--- src/rtl/recv_img_if.sv ---
// Pixel write bus and status strobes from the UART image loader.
interface recv_img_if #(
    parameter int ADDR_WIDTH = 14
);
    logic [ADDR_WIDTH-1:0] write_addr;
    logic [7:0]            write_data;
    logic                  write_enable;
    logic                  full_image_received;
    logic                  receiving;
    logic                  framing_error;

    modport master (
        output write_addr,
        output write_data,
        output write_enable,
        output full_image_received,
        output receiving,
        output framing_error
    );

    modport slave (
        input write_addr,
        input write_data,
        input write_enable,
        input full_image_received,
        input receiving,
        input framing_error
    );
endinterface

--- src/rtl/recv_img.sv ---
// UART 8N1 to BRAM image loader; one byte per pixel in raster order.
// Optional SYNC_BYTE_EN: hunt for SYNC_BYTE before each frame.
module recv_img #(
    parameter int         CLOCKS_PER_BAUD = 50,
    parameter int         BRAM_LENGTH     = 4096,
    parameter int         ADDR_WIDTH      = 14,
    parameter logic [7:0] SYNC_BYTE       = 8'hA5
) (
    input  logic      clk,
    input  logic      rst_in,
    input  logic      rx,
    recv_img_if.master bus
);
    localparam int BW = $clog2(CLOCKS_PER_BAUD) + 1;
    localparam logic [BW-1:0] HALF_M1 =
        BW'(CLOCKS_PER_BAUD / 2 - 1);
    localparam logic [BW-1:0] FULL_M1 =
        BW'(CLOCKS_PER_BAUD - 1);
    localparam logic [ADDR_WIDTH-1:0] LAST_ADDR =
        ADDR_WIDTH'(BRAM_LENGTH - 1);
`ifdef SYNC_BYTE_EN
    localparam logic HUNT_ON = 1'b1;
`else
    localparam logic HUNT_ON = 1'b0;
`endif

    typedef enum logic [2:0] {
        IDLE,
        START,
        DATA,
        STOP,
        WAIT_IDLE
    } state_t;

    state_t                state_q, state_d;
    logic                  rx_m, rx_s;
    logic [BW-1:0]         baud_q, baud_d;
    logic [3:0]            bit_q, bit_d;
    logic [7:0]            sh_q, sh_d;
    logic                  byte_ok, stop_err, accept;
    logic [ADDR_WIDTH-1:0] addr_q;
    logic [7:0]            data_q;
    logic                  we_q, full_q, recv_q, ferr_q;
    logic                  hunt_q;

    always_ff @(posedge clk) begin
        if (rst_in) begin
            state_q <= IDLE;
            baud_q  <= '0;
            bit_q   <= '0;
            sh_q    <= '0;
        end else begin
            state_q <= state_d;
            baud_q  <= baud_d;
            bit_q   <= bit_d;
            sh_q    <= sh_d;
        end
    end

    always_comb begin
        state_d  = state_q;
        baud_d   = baud_q;
        bit_d    = bit_q;
        sh_d     = sh_q;
        byte_ok  = 1'b0;
        stop_err = 1'b0;
        unique case (state_q)
            IDLE: begin
                baud_d = '0;
                if (!rx_s) state_d = START;
            end
            START: begin
                if (baud_q == HALF_M1) begin
                    baud_d  = '0;
                    bit_d   = '0;
                    state_d = rx_s ? IDLE : DATA;
                end else begin
                    baud_d = baud_q + 1'b1;
                end
            end
            DATA: begin
                if (baud_q == FULL_M1) begin
                    baud_d = '0;
                    sh_d   = {rx_s, sh_q[7:1]};
                    bit_d  = bit_q + 4'd1;
                    if (bit_q == 4'd7) state_d = STOP;
                end else begin
                    baud_d = baud_q + 1'b1;
                end
            end
            STOP: begin
                if (baud_q == FULL_M1) begin
                    baud_d = '0;
                    if (rx_s) begin
                        byte_ok = 1'b1;
                        state_d = IDLE;
                    end else begin
                        stop_err = 1'b1;
                        state_d  = WAIT_IDLE;
                    end
                end else begin
                    baud_d = baud_q + 1'b1;
                end
            end
            WAIT_IDLE: begin
                if (rx_s) state_d = IDLE;
            end
            default: state_d = IDLE;
        endcase
    end

    assign accept = byte_ok && !hunt_q;

    // Write path: strobe the cycle after the stop sample, step address after.
    always_ff @(posedge clk) begin
        if (rst_in) begin
            rx_m   <= 1'b1;
            rx_s   <= 1'b1;
            addr_q <= '0;
            data_q <= '0;
            we_q   <= 1'b0;
            full_q <= 1'b0;
            recv_q <= 1'b0;
            ferr_q <= 1'b0;
            hunt_q <= HUNT_ON;
        end else begin
            rx_m   <= rx;
            rx_s   <= rx_m;
            we_q   <= accept;
            ferr_q <= stop_err;
            full_q <= we_q && (addr_q == LAST_ADDR);
            if (accept) begin
                data_q <= sh_q;
                if (addr_q == '0) recv_q <= 1'b1;
            end
            if (byte_ok && hunt_q && sh_q == SYNC_BYTE) begin
                hunt_q <= 1'b0;
            end
            if (we_q) begin
                if (addr_q == LAST_ADDR) begin
                    addr_q <= '0;
                    recv_q <= 1'b0;
                    hunt_q <= HUNT_ON;
                end else begin
                    addr_q <= addr_q + 1'b1;
                end
            end
        end
    end

    assign bus.write_addr          = addr_q;
    assign bus.write_data          = data_q;
    assign bus.write_enable        = we_q;
    assign bus.full_image_received = full_q;
    assign bus.receiving           = recv_q;
    assign bus.framing_error       = ferr_q;
endmodule
--- src/flat_wrapper.sv ---
// flat-port wrapper written by rule: the top's interface ports become plain ports
module recv_img_flat 
#(
    parameter int         CLOCKS_PER_BAUD = 50,
    parameter int         BRAM_LENGTH     = 4096,
    parameter int         ADDR_WIDTH      = 14,
    parameter logic [7:0] SYNC_BYTE       = 8'hA5
)
  (clk, rst_in, rx, bus_write_addr, bus_write_data, bus_write_enable, bus_full_image_received, bus_receiving, bus_framing_error);
  recv_img_if #(.ADDR_WIDTH(ADDR_WIDTH)) bus_i ();
  input  logic clk;
  input  logic rst_in;
  input  logic rx;
  output wire logic [$bits(bus_i.write_addr)-1:0] bus_write_addr;
  output wire logic [$bits(bus_i.write_data)-1:0] bus_write_data;
  output wire logic [$bits(bus_i.write_enable)-1:0] bus_write_enable;
  output wire logic [$bits(bus_i.full_image_received)-1:0] bus_full_image_received;
  output wire logic [$bits(bus_i.receiving)-1:0] bus_receiving;
  output wire logic [$bits(bus_i.framing_error)-1:0] bus_framing_error;
  assign bus_write_addr = bus_i.write_addr;
  assign bus_write_data = bus_i.write_data;
  assign bus_write_enable = bus_i.write_enable;
  assign bus_full_image_received = bus_i.full_image_received;
  assign bus_receiving = bus_i.receiving;
  assign bus_framing_error = bus_i.framing_error;
  recv_img #(.CLOCKS_PER_BAUD(CLOCKS_PER_BAUD), .BRAM_LENGTH(BRAM_LENGTH), .ADDR_WIDTH(ADDR_WIDTH), .SYNC_BYTE(SYNC_BYTE)) u_core (.clk(clk), .rst_in(rst_in), .rx(rx), .bus(bus_i));
endmodule
--- config.mk ---
export PLATFORM = sky130hd
export DESIGN_NAME = recv_img_flat
export DESIGN_NICKNAME = d
export VERILOG_FILES = /design/src/rtl/recv_img_if.sv /design/src/rtl/recv_img.sv /design/src/flat_wrapper.sv
export SDC_FILE = /design/constraint.sdc
export NUM_CORES = 1
export LEC_CHECK = 0
export CAP_MARGIN = 20
export CORE_UTILIZATION = 55
export DETAILED_ROUTE_END_ITERATION = 10
export PLACE_DENSITY = 0.79
export SKIP_LAST_GASP = 1
export SLEW_MARGIN = 20
export SYNTH_ARGS = -nofsm -noshare
export SYNTH_HDL_FRONTEND = slang
export SYNTH_SLANG_ARGS = --single-unit
--- constraint.sdc ---
create_clock -name clk -period 2.7 [get_ports clk]
set_clock_uncertainty 0.2 [all_clocks]
set_input_delay 0.54 -clock clk [delete_from_list [all_inputs] [get_ports clk]]
set_output_delay 0.54 -clock clk [all_outputs]
set_load 0.05 [all_outputs]
Word-level counts from Yosys, hierarchy flattened
Cells that the tools add are included.
- flip-flop bits (word level): 51
- bits of input ports: 3
- word-level logic and storage cells: 74
- $add $sub $neg: 3
- eq/ne operators: 15
- multiplexer cells: 27
- bitwise gates (word level): 2
- reductions and logical operators: 14
- operators by type and width (kind ; number):
    $mux 3 ; 7
    $pmux 7 s3 ; 1
    $pmux 3 s5 ; 1
    $add 14x1->14 const B ; 1
    $eq 14x12->1 const B ; 1
    $logic_not 14->1 ; 1
    $mux 14 ; 1
    $mux 7 ; 2
    $mux 1 ; 11
    $ne 2x1->1 const B ; 5
    $eq 8x8->1 const B ; 1
    $mux 4 ; 2
    $pmux 4 s2 ; 1
    $add 7x1->7 const B ; 1
    $eq 7x5->1 const B ; 1
    $eq 7x6->1 const B ; 1
    $eq 3x2->1 const B ; 2
    $reduce_and 6->1 ; 1
    $add 4x1->4 const B ; 1
    $eq 4x3->1 const B ; 1
    $logic_and 1x1->1 ; 4
    $eq 3x1->1 const B ; 1
    $eq 3x3->1 const B ; 1
    $logic_not 3->1 ; 1
    10 further kinds ; 11

Logic depth before layout (Yosys ltp)
Gate-level depths: netlist of the first run.
- depth in word-level cells: 8
- mapped depth: 7
- mapped depth without buffers: 6

Worst setup path after synthesis of the first run
Ideal clock, no wire load.
- kind: reg-to-reg
- start point: register u_core.addr_q[1] (netlist: u_core.bus.write_addr[1])
- end point: register u_core.addr_q[10] (netlist: u_core.bus.write_addr[10])
- arrival time: 1.950 ns
- required time: 2.383 ns
- path slack: 0.433 ns
- cell stages (with the launch flop): 7
- path buffers: 1
- period minus slack after synthesis: 2.267 ns
- cells stage by stage: dfxtp_1 ha_1 nand4_1 nor3_1 a21o_1 buf_2 nor2_1
- word-level cells in the longest chain between the ends: 2
- RTL lines (item ; RTL line ; RTL):
    from (decl) ; recv_img.sv:41 ; logic [ADDR_WIDTH-1:0] addr_q;
    from (signal assigned) ; recv_img.sv:145 ; addr_q <= addr_q + 1'b1;
    $add 14x1->14 or $eq 14x12->1 (tied branches) ; recv_img.sv:145, recv_img.sv:140 ;
    $mux 14 (*) ; recv_img.sv:140 ; if (addr_q == LAST_ADDR) begin
Every way passes the cells marked *; elsewhere a longest branch is shown, timed or not.
A chain may end at the register's enable or synchronous reset.

Final worst setup path of the first run
- start point: register u_core.addr_q[3] (netlist: u_core.bus.write_addr[3])
- end point: output bus_write_addr[3]
- RTL lines (item ; RTL line ; RTL):
    to (decl) ; flat_wrapper.sv:14 ; output wire logic [$bits(bus_i.write_addr)-1:0] bus_write_addr;
No word-level cell between the ends.

==> results of run 1 <==
-- routing by layer --
layer  track usage, %  wire [um]  share of wire (%)
met5                0          0                  0
met4             9.64         38               0.81
met3             4.33        238                5.0
met2             34.8       2170                 46
met1             29.4       2270                 48
-- metrics by stage --
stage | hold WS, ns | cells | total power, mW
floorplan | 0.189 | 272 | 0.797
global placement | 0.194 | 338 | 0.806
finish | 0.209 | 346 | 1.24
detailed placement | 0.200 | 338 | 0.807
CTS | 0.214 | 346 | 1.26
global route | 0.224 | 346 | 1.29
-- worst max-delay path by stage --
stage | to | slack, ns | depth (start not counted)
final | bus_write_addr[3] | 0.27 | 1
after global routing | bus_write_addr[3] | 0.21 | 1
after CTS | bus_write_addr[3] | 0.26 | 1
after detailed placement | u_core.bit_q[2] | 0.39 | 5
after global placement | u_core.bit_q[2] | 0.45 | 5
after floorplan | u_core.bus.write_addr[10] | 0.43 | 6
-- flip-flops by register name (all words and copies together) (netlist names) --
register                        flops
u_core.bus.write_data               8
u_core.baud_q                       7
u_core.bus.framing_error            1
u_core.bus.write_enable             1
u_core.sh_q                         8
u_core.bus.write_addr              14
u_core.rx_m                         1
u_core.bus.full_image_received      1
u_core.bit_q                        4
u_core.bus.receiving                1
u_core.rx_s                         1
u_core.hunt_q                       1
u_core.state_q                      3
-- cell families (layout without fill, tap and decap cells) --
logic type | count (synthesis) | in the layout | share of synthesized area, %
AND/OR/NAND/NOR | 123 | 123 | 28.0
flip-flops | 51 | 51 | 42.7
AO/OA/AOI/OAI | 38 | 38 | 10.2
buffers and inverters | 27 | 51 | 5.24
multiplexers | 15 | 15 | 6.28
XOR/XNOR | 12 | 12 | 4.40
adder cells (fa/ha/maj) | 6 | 6 | 3.14
-- final cells by class --
class	instances	area (um^2)
fill	339	1310
multi-input combinational	194	1240
sequential	51	1020
timing repair buffer	32	310
clock buffer	5	68.8
tap	50	62.6
inverter	11	41.3
clock inverter	3	26.3
-- synthesized netlist by cell type (7+ instances only) --
library cell | count | area share [%]
sky130_fd_sc_hd__dfxtp_1 | 51 | 43
sky130_fd_sc_hd__nor2_1 | 29 | 4.6
sky130_fd_sc_hd__nand2_1 | 25 | 3.9
sky130_fd_sc_hd__mux2i_1 | 15 | 6.3
sky130_fd_sc_hd__nand3_1 | 14 | 2.9
sky130_fd_sc_hd__a21oi_1 | 11 | 2.3
sky130_fd_sc_hd__inv_1 | 11 | 1.7
sky130_fd_sc_hd__nand4_1 | 11 | 2.9
sky130_fd_sc_hd__nor3_1 | 8 | 1.7
sky130_fd_sc_hd__o21ai_0 | 8 | 1.7
sky130_fd_sc_hd__buf_2 | 7 | 1.5
sky130_fd_sc_hd__clkbuf_1 | 7 | 1.1
-- where the power goes --
part	internal [mW]	switching [mW]	total (mW)
clock	0.191	0.264	0.455
sequential	0.754	0.00427	0.759
combinational	0.0106	0.0204	0.0310
total	0.956	0.289	1.24
==> impl_metrics.yaml, run 1 <==
cts:
  tritoncts: "done"
  total_cts_buffers: 5
  post_cts_hold_buffer_count: 0
  worst_skew_pair.late_latency_ns: 0.31
  cts.reportedPaths.clkPinSlew_ns: 0.10
  cts_max_path_buffers: 2
  clockRootBuffer: "sky130_fd_sc_hd__clkbuf_8"
  postCtsSetupRepairBufs: 0
  cts_sinks: 51
  postCtsResizedCells: 0
  htreeDepth: 2
timing:
  max_slew.worst_pin.slew_ns: 0.573
  final_cycle_utilization_of_the_critical_path_pct: 89.9
  finalWorstPathRequiredPeriod_ns: 2.43
  fmaxAchievable_mhz: 412
  timing.max_slew.rel_slack_pct: 61.6
  setup_tns_ns: 0
  final-setup-viol-count: 0
  grt_setup_unrepaired: "false"
  finalMaxSlewViolations: 0
  post-route-worst-setup-slack_ns: 0.273
  finalHoldViolCount: 0
floorplan:
  placeableCoreArea_um2: 4090
  initial_utilization_pct: 58.5
  floorplan.die_area_um2: 4610
  io-pin-count: 29
  number_of_core_rows: 23
  fp.dieH_um: 67.9
  die_extent_in_x_um: 67.9
final_layout:
  final_common_cell: "sky130_fd_sc_hd__dfxtp_1"
  final_layout_size_suffix_gt1_share_pct: 8.45
  areaGrowthSynthToFinish_pct: 16.1
  antenna_cells: 0
  layout.core_utilization_pct: 67.9
  final_design_area_no_fill_um2: 2770
  most_frequent_cells_in_the_layout: "sky130_fd_sc_hd__dfxtp_1, sky130_fd_sc_hd__nor2_1, sky130_fd_sc_hd__clkdlybuf4s50_1, sky130_fd_sc_hd__nand2_1, sky130_fd_sc_hd__mux2i_1"
  finalNetCount: 304
synthesis:
  yosys_warnings: 0
  synth_fp_nets: 281
  netlist-cell-type-count: 51
  synth_edf_count: 0
  synth_flop_cell: "sky130_fd_sc_hd__dfxtp_1"
  synth.avg_cell_area_um2: 8.79
  postSynthCellCount: 272
  ys_seq_area_share_pct: 42.7
  synth-seq-cells: 51
  synth-async-reset-ratio_pct: 0
  post_synth_instance_area_um2: 2390
placed_design:
  dpl_hpwl_um: 3430
  dp_worst_setup_slack_ns: 0.390
  dpl_cell_area_um2: 2680
  gp_congestion: 0.854
  port_buffers: 28
grt:
  grt_first_pass_wirelength_um: 7730
  via_count_of_the_first_global_routing_pass: 1705
  maximum_number_of_pins_on_one_net_before_global_route_repair: 23
  grt_antenna_before_repair: 0
  global_route.usage.total_pct: 22.2
  grt_overflow: 0
setup_path:
  timing.critical_path.arrival_ns: 1.69
  path_max_fanout: 10
  critical-path-top-delay-family: "buffers and inverters"
  crit_buf_inv: 1
  timing.critical_path.slowest_stage_cell: "sky130_fd_sc_hd__clkdlybuf4s50_1"
  rrSetupSlack_ns: 0.41
  start_kind: "register"
  required_ns: 1.96
  startpoint_of_the_worst_slack_reg_to_reg_timing_path: "u_core.bus.write_addr[0]"
  critPathMaxStageDelay_ns: 0.86
  crit_path_cell_trace: "clkdlybuf4s50_1"
  worst_setup_path_end_kind: "output port"
  worst-r2r-cell-count: 5
  timing.rr.end: "u_core.bus.write_addr[2]"
  timing.critical_path.from: "u_core.bus.write_addr[3]"
  path_class: "reg -> out"
worst_hold_path:
  holdCritStartpoint: "u_core.rx_m"
  holdCritPathClass: "reg -> reg"
  min_to: "u_core.rx_s"
  holdPathStages: 1
drt:
  postRouteWirelength_um: 4720
  route.antenna.remaining_nets: 0
  detailroute.via_count: 1975
  route.detailed.wl_per_inst_um: 13.6
  viasPerCell: 5.71
  detail_route.drc_violations: 0
  drt_iter0_markers: 138
  dr.pass1.iters: 4
run_status:
  status: "complete, no violations"
power_and_ir_drop:
  irDropWorstVdd_mv: 0.299
  power_per_cell_area_nw_per_um2: 449
  p_leak_nw: 1.05
job:
  maxCapViolations: 0
No activity file was read; power rests on OpenSTA's default activity.
==> run 2: changes to the inputs <==
--- a/config.mk
+++ b/config.mk
@@ -8,7 +8,7 @@
 export CAP_MARGIN = 20
 export CORE_UTILIZATION = 55
 export DETAILED_ROUTE_END_ITERATION = 10
-export PLACE_DENSITY = 0.79
+export PLACE_DENSITY_LB_ADDON = 0.05
 export SKIP_LAST_GASP = 1
 export SLEW_MARGIN = 20
 export SYNTH_ARGS = -nofsm -noshare
==> impl_metrics.yaml, run 2 (synthesis gave the netlist of run 1 again) <==
run_status:
  status: "complete, no violations"
placed_design:
  gp_congestion: 0.805
  dpl_hpwl_um: 3390
  dpl_cell_area_um2: 2680
  port_buffers: 28
  dp_worst_setup_slack_ns: 0.449
  dpl.cell_count: 338
cts:
  cts_sinks: 51
  postCtsResizedCells: 0
  cts_max_path_buffers: 2
  tritoncts: "done"
  postCtsSetupRepairBufs: 0
  cts.reportedPaths.clkPinSlew_ns: 0.10
  clockRootBuffer: "sky130_fd_sc_hd__clkbuf_8"
  worst_skew_pair.late_latency_ns: 0.30
  htreeDepth: 2
  total_cts_buffers: 5
  post_cts_hold_buffer_count: 0
power_and_ir_drop:
  clkPwrFrac_pct: 35.7
  p_leak_nw: 1.05
  relative_contribution_of_combinational_cells_to_total_power_pct: 2.6
  fin_total_pwr_mw: 1.23
  irDropWorstVdd_mv: 0.376
  pint_mw: 0.951
  power.share.switching_pct: 22.5
  p_seq_share_pct: 61.8
  net_switching_power_figure_mw: 0.277
  power_per_cell_area_nw_per_um2: 443
setup_path:
  timing.critical_path.slowest_stage_cell: "sky130_fd_sc_hd__clkdlybuf4s50_1"
  timing.rr.end: "u_core.bus.write_addr[7]"
  crit_path_cell_trace: "clkdlybuf4s50_1"
  worst_setup_path_end_kind: "output port"
  path_max_fanout: 10
  timing.critical_path.arrival_ns: 1.70
  startpoint_of_the_worst_slack_reg_to_reg_timing_path: "u_core.bus.write_addr[0]"
  critical-path-top-delay-family: "buffers and inverters"
  worst-r2r-cell-count: 5
  path_class: "reg -> out"
  required_ns: 1.96
  critPathMaxStageDelay_ns: 0.87
  crit_buf_inv: 1
  start_kind: "register"
  rrSetupSlack_ns: 0.45
timing:
  grt_setup_unrepaired: "false"
  max_slew.worst_pin.slew_ns: 0.605
  finalMaxSlewViolations: 0
  fmaxAchievable_mhz: 410
  timing.max_slew.rel_slack_pct: 59.5
  final_cycle_utilization_of_the_critical_path_pct: 90.3
  finalHoldViolCount: 0
  whs_ns: 0.216
  setup_tns_ns: 0
  post-route-worst-setup-slack_ns: 0.262
  finalWorstPathRequiredPeriod_ns: 2.44
  final-setup-viol-count: 0
drt:
  postRouteWirelength_um: 4850
  wl_met2_um: 2200
  route.detailed.wl_per_inst_um: 14.0
  met3_length_um: 189
  detail_route.drc_violations: 0
  route.antenna.remaining_nets: 0
  dr.pass1.iters: 4
  m1WireLength_um: 2430
  viasPerCell: 5.83
  top_layer_used: "met4"
  detailroute.via_count: 2016
  drt_iter0_markers: 145
worst_hold_path:
  holdCritStartpoint: "u_core.rx_m"
  holdCritPathClass: "reg -> reg"
  min_to: "u_core.rx_s"
  holdPathStages: 1
floorplan:
  io-pin-count: 29
  die_extent_in_x_um: 67.9
  fp.dieH_um: 67.9
  floorplan.die_area_um2: 4610
  number_of_core_rows: 23
  placeableCoreArea_um2: 4090
  initial_utilization_pct: 58.5
final_layout:
  antenna_cells: 0
  final_layout_size_suffix_gt1_share_pct: 8.11
  most_frequent_cells_in_the_layout: "sky130_fd_sc_hd__dfxtp_1, sky130_fd_sc_hd__nor2_1, sky130_fd_sc_hd__clkdlybuf4s50_1, sky130_fd_sc_hd__nand2_1, sky130_fd_sc_hd__mux2i_1"
  largest_reg_flops: 14
  areaGrowthSynthToFinish_pct: 15.9
  final_common_cell: "sky130_fd_sc_hd__dfxtp_1"
  finalNetCount: 304
  instances_no_fill: 346
  layout.core_utilization_pct: 67.8
  final_design_area_no_fill_um2: 2770
grt:
  grt_overflow: 0
  via_count_of_the_first_global_routing_pass: 1764
  maximum_number_of_pins_on_one_net_before_global_route_repair: 18
  global_route.usage.total_pct: 22.9
  grt_first_pass_wirelength_um: 8100
  grt_antenna_before_repair: 0
job:
  maxCapViolations: 0
[run 2: changes by cell type in the layout (fill, tap and decap cells not counted), sizes merged]
cell,before,now
clkbuf,5,6
inv,13,11
clkinv,1,2
[run 2: per-layer routing]
metal	up-vias	track usage, %
li1	1018	-
met3	5	4.50
met5	-	0
met4	0	7.29
met1	948	32.3
met2	45	34.8
[run 2: layout make-up]
| type | instances | area [um^2] |
|---|---|---|
| clock buffer | 6 | 72.6 |
| clock inverter | 2 | 17.5 |
| fill | 331 | 1320 |
| inverter | 11 | 41.3 |
| multi-input combinational | 194 | 1240 |
| sequential | 51 | 1020 |
| tap | 50 | 62.6 |
| timing repair buffer | 32 | 310 |
[run 2: how the worst max path moves through the flow]
| stage | startpoint | to | slack [ns] | cells after the start |
|---|---|---|---|---|
| after floorplan | u_core.bus.write_addr[1] | u_core.bus.write_addr[10] | 0.43 | 6 |
| after detailed placement | rst_in | u_core.bit_q[2] | 0.45 | 5 |
| final | u_core.bus.write_addr[3] | bus_write_addr[3] | 0.26 | 1 |
| after global routing | u_core.bus.write_addr[3] | bus_write_addr[3] | 0.17 | 1 |
| after global placement | u_core.bus.write_addr[0] | u_core.hunt_q | 0.44 | 5 |
| after CTS | u_core.bus.write_addr[3] | bus_write_addr[3] | 0.25 | 1 |
[run 2: power by group through the flow]
stage	combinational (mW)	sequential [mW]	clock, mW
6_report	0.0317	0.758	0.438
5_1_grt	0.0346	0.759	0.491
4_1_cts	0.0314	0.758	0.446
3_5_place_dp	0.0313	0.776	0
3_3_place_gp	0.0307	0.776	0
2_1_floorplan	0.0234	0.773	0
